--- src/rtl/mem_port_arbiter.sv ---
// mem_port_arbiter: fetch/data arbiter for a single-ported unified memory, data-first with fetch anti-starvation.
// Define MEM_TIMEOUT_EN to add the ACK watchdog and the sticky ERR output.
module mem_port_arbiter #(
   parameter int ADDR_W     = 14,
   parameter int DATA_W     = 32,
   parameter int STARVE_MAX = 4
`ifdef MEM_TIMEOUT_EN
   , parameter int TIMEOUT  = 16
`endif
) (
   input  logic              CLK,
   input  logic              RST_N,
   input  logic              I_REQ,
   input  logic [ADDR_W-1:0] I_ADDR,
   output logic              I_GNT,
   output logic              I_VALID,
   output logic [DATA_W-1:0] I_RDATA,
   input  logic              D_REQ,
   input  logic              D_WE,
   input  logic [1:0]        D_BYTE_SEL,
   input  logic [ADDR_W-1:0] D_ADDR,
   input  logic [DATA_W-1:0] D_WDATA,
   output logic              D_GNT,
   output logic              D_VALID,
   output logic [DATA_W-1:0] D_RDATA,
   output logic              M_REQ,
   output logic              M_WE,
   output logic [1:0]        M_BYTE_SEL,
   output logic [ADDR_W-1:0] M_ADDR,
   output logic [DATA_W-1:0] M_WDATA,
   input  logic              M_ACK,
   input  logic [DATA_W-1:0] M_RDATA,
   output logic              STALL_F,
   output logic              STALL_M
`ifdef MEM_TIMEOUT_EN
   , output logic            ERR
`endif
);
   typedef enum logic [1:0] {IDLE, I_BUSY, D_BUSY} state_t;
   localparam int SW = $clog2(STARVE_MAX + 1);
   state_t state, state_nxt;
   logic [SW-1:0] starve_cnt;
   logic slot, starved, pick_i, done, tmo;
   always_ff @(posedge CLK or negedge RST_N)
      if (!RST_N) state <= IDLE;
      else state <= state_nxt;
   always_comb begin
      slot      = (state == IDLE) | M_ACK;
      starved   = starve_cnt == SW'(STARVE_MAX);
      pick_i    = I_REQ & (~D_REQ | starved);
      I_GNT     = slot & pick_i;
      D_GNT     = slot & D_REQ & ~pick_i;
      done      = (state != IDLE) & (M_ACK | tmo);
      state_nxt = I_GNT ? I_BUSY : D_GNT ? D_BUSY : (slot | tmo) ? IDLE : state;
   end
   assign M_REQ   = state != IDLE;
   assign STALL_F = (I_REQ & ~I_GNT) | (state == I_BUSY);
   assign STALL_M = (D_REQ & ~D_GNT) | (state == D_BUSY);
   always_ff @(posedge CLK or negedge RST_N)
      if (!RST_N) begin
         I_VALID    <= 1'b0;
         D_VALID    <= 1'b0;
         I_RDATA    <= '0;
         D_RDATA    <= '0;
         M_WE       <= 1'b0;
         M_BYTE_SEL <= '0;
         M_ADDR     <= '0;
         M_WDATA    <= '0;
         starve_cnt <= '0;
      end else begin
         I_VALID <= done & (state == I_BUSY);
         D_VALID <= done & (state == D_BUSY);
         if (done & (state == I_BUSY)) I_RDATA <= M_ACK ? M_RDATA : DATA_W'(32'h0000_0013);
         if (done & (state == D_BUSY) & ~M_WE) D_RDATA <= M_ACK ? M_RDATA : '0;
         if (I_GNT | D_GNT) begin
            M_WE       <= D_GNT & D_WE;
            M_BYTE_SEL <= D_GNT ? D_BYTE_SEL : 2'b10;
            M_ADDR     <= D_GNT ? D_ADDR : I_ADDR;
            M_WDATA    <= D_GNT ? D_WDATA : '0;
         end
         starve_cnt <= I_GNT ? '0 : (D_GNT & I_REQ & ~starved) ? starve_cnt + 1'b1 : starve_cnt;
      end
`ifdef MEM_TIMEOUT_EN
   localparam int TW = $clog2(TIMEOUT + 1);
   logic [TW-1:0] tmo_cnt;
   // Fires on the TIMEOUT-th consecutive un-acked BUSY cycle.
   assign tmo = (state != IDLE) & ~M_ACK & (tmo_cnt == TW'(TIMEOUT - 1));
   always_ff @(posedge CLK or negedge RST_N)
      if (!RST_N) begin
         tmo_cnt <= '0;
         ERR     <= 1'b0;
      end else begin
         tmo_cnt <= ((state != IDLE) & ~M_ACK & ~tmo) ? tmo_cnt + 1'b1 : '0;
         ERR     <= ERR | tmo;
      end
`else
   assign tmo = 1'b0;
`endif
endmodule

--- config.mk ---
export PLATFORM = sky130hd
export DESIGN_NAME = mem_port_arbiter
export DESIGN_NICKNAME = d
export VERILOG_FILES = /design/src/rtl/mem_port_arbiter.sv
export SDC_FILE = /design/constraint.sdc
export NUM_CORES = 1
export LEC_CHECK = 0
export BUFFER_PORTS_ARGS = -buffer_cell sky130_fd_sc_hd__buf_2
export CAP_MARGIN = 20
export CORE_MARGIN = 5
export CORE_UTILIZATION = 45
export DETAILED_ROUTE_END_ITERATION = 6
export GPL_TIMING_DRIVEN = 0
export PLACE_DENSITY_LB_ADDON = 0.1
export SLEW_MARGIN = 0
export SYNTH_ARGS = -nofsm -noshare
export SYNTH_HDL_FRONTEND = slang
export SYNTH_SLANG_ARGS = --single-unit
export TNS_END_PERCENT = 1
--- constraint.sdc ---
create_clock -name CLK -period 2.15 [get_ports CLK]
set_input_delay 0.645 -clock CLK [delete_from_list [all_inputs] [get_ports CLK]]
set_output_delay 0.645 -clock CLK [all_outputs]
set_load 0.005 [all_outputs]
==> results of run 1 <==
[routing by layer]
metal / GRT usage (%) / up-vias / part of all wire, %
li1: - / 1667 / -
met1: 24.0 / 1780 / 40
met2: 32.9 / 156 / 50
met3: 7.64 / 8 / 9.1
met4: 5.61 / 0 / 0.97
met5: 0 / - / 0
[state kept, by name, summed over array words and instances (netlist names)]
register    cells
M_WDATA        32
M_BYTE_SEL      2
starve_cnt      3
M_ADDR         14
I_VALID         1
M_WE            1
state           2
D_VALID         1
I_RDATA        32
D_RDATA        32
[critical path, cell delays in order (launching register included)]
cell,delay (ns)
dfrtp_1,0.37
inv_2,0.05
ha_4,0.17
a21boi_4,0.20
a21oi_1,0.09
o22ai_1,0.15
buf_2,0.15
[cells in the mapped netlist, types with 2 or more instances]
cell type  number
buf_8           3
buf_2          10
nand2_1         3
nand3_1         3
a222oi_1       14
mux2_1          2
ha_1            2
mux2_4         30
a22o_1         35
mux2_2         32
dfrtp_1       120
o21ai_0         4
o22ai_1         2
inv_1          52
buf_1           3
[area by class of cell]
cell class,instances,area (sq um)
buffer,17,126
clock buffer,19,422
clock inverter,13,155
fill,823,3550
inverter,53,204
multi-input combinational,140,1530
sequential,120,3010
tap,136,170
timing repair buffer,230,1210
[cells in the final DEF, fill, tap and decap left out, types with 4 or more instances in the layout]
master     count
clkinv_2       5
mux2_2        32
dfrtp_1      118
o21ai_0        4
inv_1         50
a222oi_1      14
clkbuf_16     16
a22o_1        35
buf_6          4
buf_2        225
mux2_4        30
buf_4         11
[metrics by stage]
step	cell area (sq um)	setup TNS, ns	hold slack (ns)	setup WS (ns)
floorplan	4810	0	0.349	0.175
global placement	6080	-121.17	0.465	-1.02
detailed placement	6110	-0.429	0.470	-0.347
CTS	6800	-0.334	0.0790	-0.107
global route	6820	-0.647	0.0879	-0.231
finish	6820	-0.333	0.0778	-0.152
[where the power goes]
part           total (mW)  internal [mW]  switching, mW
Clock                2.73           1.76          0.975
Combinational        2.22           1.33          0.892
Sequential           3.37           2.98          0.391
[path summary, 6_finish.rpt]
check	from	to	cells past startpoint
setup / recovery	starve_cnt[0]$_DFFE_PN0P_	STALL_F	6
hold / removal	RST_N	I_RDATA[9]$_DFFE_PN0P_	1
setup reg to reg	state[0]$_DFFE_PN0P_	M_ADDR[9]$_DFFE_PN0P_	6
hold reg to reg	D_RDATA[0]$_DFFE_PN0P_	D_RDATA[0]$_DFFE_PN0P_	1
max in group asynchronous	RST_N	M_WDATA[8]$_DFFE_PN0P_	2
min in group CLK	D_WDATA[14]	M_WDATA[14]$_DFFE_PN0P_	2
[cells by family after synthesis]
group / after synthesis / share of synthesized area (%)
AO/OA/AOI/OAI: 63 / 11.4
adder cells (fa/ha/maj): 2 / 0.520
buffers and inverters: 71 / 6.74
flip-flops: 120 / 62.4
multiplexers: 64 / 17.3
AND/OR/NAND/NOR: 11 / 1.56
[what timing repair did]
action | 4_1_cts | 5_1_grt
gates resized for setup | 14 | 2
buffers inserted | 7 | 3
pin swaps | 7 | 3
setup endpoints to repair | 4 | 4
==> metrics, run 1 <==
number of remaining DRC errors 0; Placement Rows 37; top post-synthesis cells by area dfrtp_1, mux2_4, mux2_2; hold crit path type primary input to asynchronous set/reset pin; synthesized area divided by synthesized cell count 14.5 sq um; number of warning messages in the yosys log 0; Design Power 8.32 mW; dominant synthesized flop cell dfrtp_1; placed cells 687; worst-case register-to-register setup slack 0.48 ns; synthesized flop and latch total 120; layout cells sized above 1 59.1%; Rel. slew slack 69.7%; number of antenna violations at the first check in global routing 0; number of max-slew violations in the final report 0; clock root cell clkbuf_8; DRT Pass-1 Iters 7; WL/cell 17.2 um; via count of the first global-routing pass 3925; Final Worst Setup Slack -0.152 ns; Unique masters post-synth 31; Setup-failing EPs final 4; die area 0.0129 sq mm; number of failing hold endpoints at the final stage 0; TritonCTS buffer count 17; Crit Path Class flip-flop to output port; biggest fanout along the worst timing path 3; Leak 3.65 nW; clock latency on the worst-skew pair 0.48 ns; number of instances in the synthesized netlist 331; number of diodes 0; PwrDens 1220 mW/mm^2; Post-Syn Area 0.00481 sq mm; core region area 0.0104 sq mm; CP endpoint kind output port; synthesized net count 433; maximum clock insertion buffer count 2; maximum clock frequency 434 MHz; minimum clock period 2.30 ns; number of max-cap violations 0; die outline width 113 um; Synth async-reset ratio 100%; area growth from synthesis to layout 41.9%; Chip Height 113 um; setup repair after global routing missed its margin true; H-tree levels 4; Final Cycle Share 107%; global-route wire length before repair 20100 um; all-layer global routing usage 19.7%; required time at the worst-slack endpoint 1.50 ns; I/O pins 220; Remaining Overflow, GRT 0; area share of the leading cell type in the synthesized netlist 62.4%; violation count after the first detailed-routing iteration 216; count of flip-flops with a built-in enable after synthesis 0; Post-Route Skew 0.00585 ns; routed vias 3611; Final HPWL DP 9140 um; final weighted congestion in routability-driven placement 0.782; cell type with the highest aggregate area in the netlist dfrtp_1; Antenna Nets Post-Route 0; largest net degree at the start of global routing 74; IR drop worst, VDD 0.000514 V; number of hold buffers added after cts 0; wire length after detailed routing 12500 um; final core occ 65.8%; kind of launch point of the worst setup path flip-flop; sequential area share after synthesis 62.4%; initial standard-cell utilization of the core 46.4%; transition at the pin with the smallest max-transition slack 0.454 ns; Non-Filler Instances 728; CP arrival 1.66 ns; Total Nets Final 681; Reg clk slew, reported paths 0.06 ns; IO buf count 219; TritonCTS clock tree built; violations in the final reports setup timing; run status complete, but fails checks; clock sinks 120; Avg Vias per Cell 4.96
Note: power is estimated with default switching activity, not from simulation.
==> run 2, diff against run 1 <==
RECOVER_POWER = 100   (was default)
==> run 2 against run 1 <==
The run still ends with setup timing left. Fmax unchanged. Clock skew about the same. Critical endpoint unchanged. Via count down 0.11%. Die area unchanged. Sequential share of layout area about the same. Highest routed layer unchanged. Largest cell class unchanged.
==> metrics, run 2 (synthesis gave the netlist of run 1 again) <==
slowest stage cell on the critical path dfrtp_1; Largest delay share family, worst path compound AO/OA/AOI/OAI gates; number of max-slew violations in the final report 0 (unchanged); DP Area 0.00611 sq mm (unchanged); wire length after detailed routing 12500 um (about the same); Placement Rows 37 (unchanged); count of cells along the worst register-to-register path 6 (unchanged); minimum clock period 2.30 ns (unchanged); all-layer global routing usage 19.7% (unchanged); TritonCTS clock tree built; WL/cell 17.2 um (about the same); biggest fanout along the worst timing path 3 (unchanged); number of antenna violations at the first check in global routing 0 (unchanged); Chip Height 113 um (unchanged); number of remaining DRC errors 0 (unchanged); clock sinks 120 (unchanged); worst-case register-to-register setup slack 0.48 ns (about the same); hold path startpoint D_WDATA[14]; first element of the critical path starve_cnt[0]$_DFFE_PN0P_; clock root cell clkbuf_8; leading cell type in the layout, fill and taps excluded buf_2; area of all placed cells without fillers 0.00682 sq mm (about the same); Crit Reg-Reg Endpoint M_ADDR[9]$_DFFE_PN0P_; Reg clk slew, reported paths 0.06 ns (about the same); Total Nets Final 681 (unchanged); TritonCTS buffer count 17 (unchanged); hold crit path type primary input to flip-flop; I/O pins 220 (unchanged); worst hold slack after final layout 0.377 ns (+0.299 ns); CP cell instances inv_2, ha_4, a21boi_4, a21oi_1, o22ai_1, buf_2; maximum cell stage delay along the critical path 0.37 ns (about the same); CP endpoint kind output port; Final HPWL DP 9140 um (unchanged); clock latency on the worst-skew pair 0.48 ns (about the same); leading cell types in the layout, fill and taps excluded buf_2, dfrtp_1, inv_1; number of hold buffers added after cts 0 (unchanged); Leak 3.65 nW (about the same); routed vias 3607 (-0.11%); Rel. slew slack 18.9% (-51 points); maximum clock frequency 434 MHz (unchanged); kind of launch point of the worst setup path flip-flop; Final Cycle Share 107% (unchanged); run status complete, but fails checks; total number of cells along the worst setup path 6 (unchanged); die outline width 113 um (unchanged); via count of the first global-routing pass 3925 (unchanged); IO buf count 219 (unchanged); layout cells sized above 1 59.1% (unchanged); Final Worst Setup Slack -0.152 ns (unchanged); Post-Route Skew 0.00584 ns (-0.00000677 ns); DRT Pass-1 Iters 7 (unchanged); Remaining Overflow, GRT 0 (unchanged); transition at the pin with the smallest max-transition slack 1.22 ns (+0.762 ns); violations in the final reports setup timing; Avg Vias per Cell 4.95 (-0.11%); destination of the critical timing path STALL_F; global-route wire length before repair 20100 um (unchanged); number of failing hold endpoints at the final stage 0 (unchanged); maximum clock insertion buffer count 2 (unchanged); largest net degree at the start of global routing 74 (unchanged); area growth from synthesis to layout 41.7% (about the same); Total Neg Setup Slack -0.333 ns (+0.000385 ns); violation count after the first detailed-routing iteration 217 (+0.46%); initial standard-cell utilization of the core 46.4% (unchanged); largest registers in the final layout D_RDATA: 32 flops, I_RDATA: 32 flops, M_WDATA: 32 flops; die area 0.0129 sq mm (unchanged); IR drop worst, VDD 0.000514 V (about the same); H-tree levels 4 (unchanged); Crit Reg-Reg Startpoint state[0]$_DFFE_PN0P_; Design Power 8.32 mW (about the same); number of buffer and inverter stages on the critical path 2 (unchanged); CP arrival 1.66 ns (about the same); core region area 0.0104 sq mm (unchanged); setup repair after global routing missed its margin true; required time at the worst-slack endpoint 1.50 ns (about the same); PwrDens 1220 mW/mm^2 (about the same); number of max-cap violations 0 (unchanged); Crit Path Class flip-flop to output port; Antenna Nets Post-Route 0 (unchanged); Setup-failing EPs final 4 (unchanged); final weighted congestion in routability-driven placement 0.782 (unchanged); number of diodes 0 (unchanged)
run 2: metal layers:
metal,global-route usage (%),share of wire [%],up-vias
li1,-,-,1666
met1,24.0,40,1777
met2,32.9,50,156
met3,7.64,9.1,8
met4,5.61,0.97,0
met5,0,0,-
run 2: where the power goes:
part	switching [mW]	total, mW	leakage (nW)	internal [mW]
Combinational	0.892	2.22	1.93	1.33
Clock	0.976	2.73	0.277	1.76
Sequential	0.392	3.37	1.45	2.98
run 2: timing repair:
item                                    CTS  global route
endpoints found under the setup margin    4             4
pin swaps                                 7             3
endpoints found under the hold margin     0             0
resized for setup                        14             2
setup buffers                             7             3
cloned                                    0             0
run 2: metrics by stage:
step | setup WS (ns) | utilization [%] | std cells
floorplan | 0.175 | - | 331
global placement | -1.02 | 58.6 | 686
detailed placement | -0.347 | 58.9 | 687
CTS | -0.107 | 65.5 | 725
global route | -0.231 | 65.7 | 728
finish | -0.152 | 65.7 | 728
run 2: area by class of cell:
cell class	count	area, sq um
Buffer	17	126
Clock inverter	13	155
Tap cell	136	170
Sequential cell	120	3010
Timing Repair Buffer	230	1200
Inverter	53	204
Multi-Input combinational cell	140	1530
Fill cell	825	3550
Clock buffer	19	422
run 2: how the worst min path moves through the flow:
stage,to,slack [ns],depth (start not counted)
final,M_WDATA[14]$_DFFE_PN0P_,0.38,2
after global routing,M_WDATA[31]$_DFFE_PN0P_,0.35,2
after CTS,I_RDATA[9]$_DFFE_PN0P_,0.08,1
after detailed placement,D_RDATA[0]$_DFFE_PN0P_,0.47,1
after global placement,D_RDATA[31]$_DFFE_PN0P_,0.46,1
after floorplan,D_RDATA[0]$_DFFE_PN0P_,0.35,0
==> run 3, diff against run 2 <==
BUFFER_PORTS_ARGS = default   (was -buffer_cell sky130_fd_sc_hd__buf_2)
CORE_MARGIN = 1.5   (was 5)
DONT_BUFFER_PORTS = 1   (was default)
SETUP_SLACK_MARGIN = 0.5   (was default)
==> run 3 against run 2 <==
The flow finishes with violations (DRC, hold timing, setup timing). Global-route usage is 0.14 points lower. Non-clock buffer count is 214 lower. Clock skew rose by 0.0057 ns. Fmax increased by 4.1%. Clock power up 7.7%. Total power is 5.8% lower. Largest cell class unchanged. Largest power group unchanged. Highest routed layer unchanged.
==> metrics, run 3 (synthesis gave the netlist of run 1 again) <==
first element of the critical path state[1]$_DFFE_PN0P_; via count of the first global-routing pass 2996 (-24%); wire length after detailed routing 10900 um (-13%); leading cell type in the layout, fill and taps excluded dfrtp_1; setup repair after global routing missed its margin true; CP endpoint kind output port; clock latency on the worst-skew pair 0.52 ns (+0.04 ns); Final HPWL DP 7290 um (-20%); Avg Vias per Cell 5.48 (+11%); die area 0.0113 sq mm (-12%); run status complete, but fails checks; WL/cell 21.2 um (+24%); minimum clock period 2.21 ns (-0.0903 ns); TritonCTS buffer count 17 (unchanged); core region area 0.0104 sq mm (unchanged); PwrDens 1330 mW/mm^2 (+8.9%); Crit Reg-Reg Startpoint starve_cnt[1]$_DFFE_PN0P_; count of cells along the worst register-to-register path 8 (+2); required time at the worst-slack endpoint 1.50 ns (about the same); CP cell instances o21ba_4, nor3_4, buf_6; maximum clock insertion buffer count 2 (unchanged); IR drop worst, VDD 0.000570 V (+11%); initial standard-cell utilization of the core 46.4% (unchanged); Final Cycle Share 103% (-4.2 points); number of diodes 0 (unchanged); worst hold slack after final layout -0.170 ns (-0.547 ns); routed vias 2815 (-22%); global-route wire length before repair 16600 um (-18%); destination of the critical timing path I_GNT; CP arrival 1.57 ns (-0.09 ns); Reg clk slew, reported paths 0.06 ns (about the same); number of max-slew violations in the final report 0 (unchanged); DRT Pass-1 Iters 7 (unchanged); biggest fanout along the worst timing path 5 (+2); number of antenna violations at the first check in global routing 0 (unchanged); violation count after the first detailed-routing iteration 231 (+6.5%); Final Worst Setup Slack -0.0612 ns (+0.0903 ns); violations in the final reports DRC, hold timing, setup timing; all-layer global routing usage 19.6% (-0.14 points); TritonCTS clock tree built; worst-case register-to-register setup slack 0.44 ns (-0.04 ns); Setup-failing EPs final 3 (-1); maximum clock frequency 452 MHz (+4.1%); Design Power 7.84 mW (-5.8%); DP Area 0.00500 sq mm (-18%); Total Neg Setup Slack -0.0980 ns (+0.235 ns); Chip Height 106 um (-6.2%); layout cells sized above 1 38.1% (-21 points); Total Nets Final 467 (-31%); H-tree levels 4 (unchanged); clock sinks 120 (unchanged); slowest stage cell on the critical path dfrtp_2; clock root cell clkbuf_8; Antenna Nets Post-Route 0 (unchanged); maximum cell stage delay along the critical path 0.44 ns (+0.07 ns); filler instances 847 (+2.7%); die outline width 106 um (-6.2%); hold crit path type primary input to asynchronous set/reset pin; Post-Route Skew 0.0115 ns (+0.00567 ns); number of max-cap violations 0 (unchanged); Rel. slew slack 69.7% (+51 points); Crit Reg-Reg Endpoint M_ADDR[2]$_DFFE_PN0P_; largest registers in the final layout D_RDATA: 32 flops, I_RDATA: 32 flops, M_WDATA: 32 flops; kind of launch point of the worst setup path flip-flop; leading cell types in the layout, fill and taps excluded dfrtp_1, inv_1, a22o_1; Remaining Overflow, GRT 0 (unchanged); IO buf count 0 (-100%); largest net degree at the start of global routing 121 (+64%); number of remaining DRC errors 2 (+2); Crit Path Class flip-flop to output port; final weighted congestion in routability-driven placement 0.800 (+2.3%); Placement Rows 37 (unchanged); I/O pins 220 (unchanged); area growth from synthesis to layout 22.6%; number of failing hold endpoints at the final stage 120 (+120); area of all placed cells without fillers 0.00590 sq mm (-13%); transition at the pin with the smallest max-transition slack 0.455 ns (-0.762 ns); Leak 2.83 nW (-22%)
-- run 3: what timing repair did --
| action | CTS | global route |
|---|---|---|
| cloned | 1 | 1 |
| endpoints found under the hold margin | 120 | 120 |
| pin swaps | 6 | 19 |
| buffers inserted | 8 | 5 |
| resized for setup | 20 | 30 |
| endpoints found under the setup margin | 30 | 90 |
-- run 3: final cells by class --
cell class | instances | area, sq um | share of cell area, %
clock inverter | 14 | 199 | 3.37
clock buffer | 18 | 418 | 7.09
multi-input combinational | 140 | 1570 | 26.6
timing repair buffer | 15 | 125 | 2.12
sequential | 120 | 3010 | 51.0
buffer | 18 | 208 | 3.52
tap | 136 | 170 | 2.89
inverter | 53 | 201 | 3.42
-- run 3: power breakdown --
part / internal, mW / switching [mW] / total, mW
logic: 0.855 / 0.448 / 1.30
clock network: 1.89 / 1.05 / 2.94
registers: 2.99 / 0.611 / 3.60
total: 5.73 / 2.11 / 7.84
-- run 3: layer usage --
layer	global-route usage, %	vias to the layer above	share of wire, %
met5	0	-	0
met4	8.11	0	1.5
met3	9.01	11	10
met2	30.0	172	48
met1	23.9	1400	40
li1	-	1232	-
-- run 3: worst min path at each step --
| stage | startpoint | endpoint | slack (ns) | depth (start not counted) |
|---|---|---|---|---|
| after floorplan | RST_N | D_RDATA[0]$_DFFE_PN0P_ | 0.35 | 0 |
| after global placement | RST_N | D_RDATA[2]$_DFFE_PN0P_ | 0.35 | 0 |
| after detailed placement | RST_N | D_RDATA[2]$_DFFE_PN0P_ | 0.35 | 0 |
| after CTS | RST_N | D_RDATA[16]$_DFFE_PN0P_ | -0.20 | 0 |
| after global routing | RST_N | D_RDATA[2]$_DFFE_PN0P_ | -0.20 | 0 |
| final | RST_N | D_RDATA[2]$_DFFE_PN0P_ | -0.17 | 0 |
-- run 3: per-stage QoR --
stage	cells	utilization, %	worst slack (ns)	hold slack [ns]
5_1_grt	514	56.9	-0.108	-0.198
2_1_floorplan	331	-	0.278	0.349
3_3_place_gp	467	48.2	0.175	0.352
6_report	514	56.9	-0.0612	-0.170
3_5_place_dp	467	48.2	0.168	0.352
4_1_cts	508	55.4	-0.0473	-0.196
-- run 3: worst max-delay path: cells and delay by family, from the launching register on --
kind            cells  cell delay, ns
simple gates        1            0.22
compound gates      1            0.25
buf+inv             1            0.15
flops               1            0.44
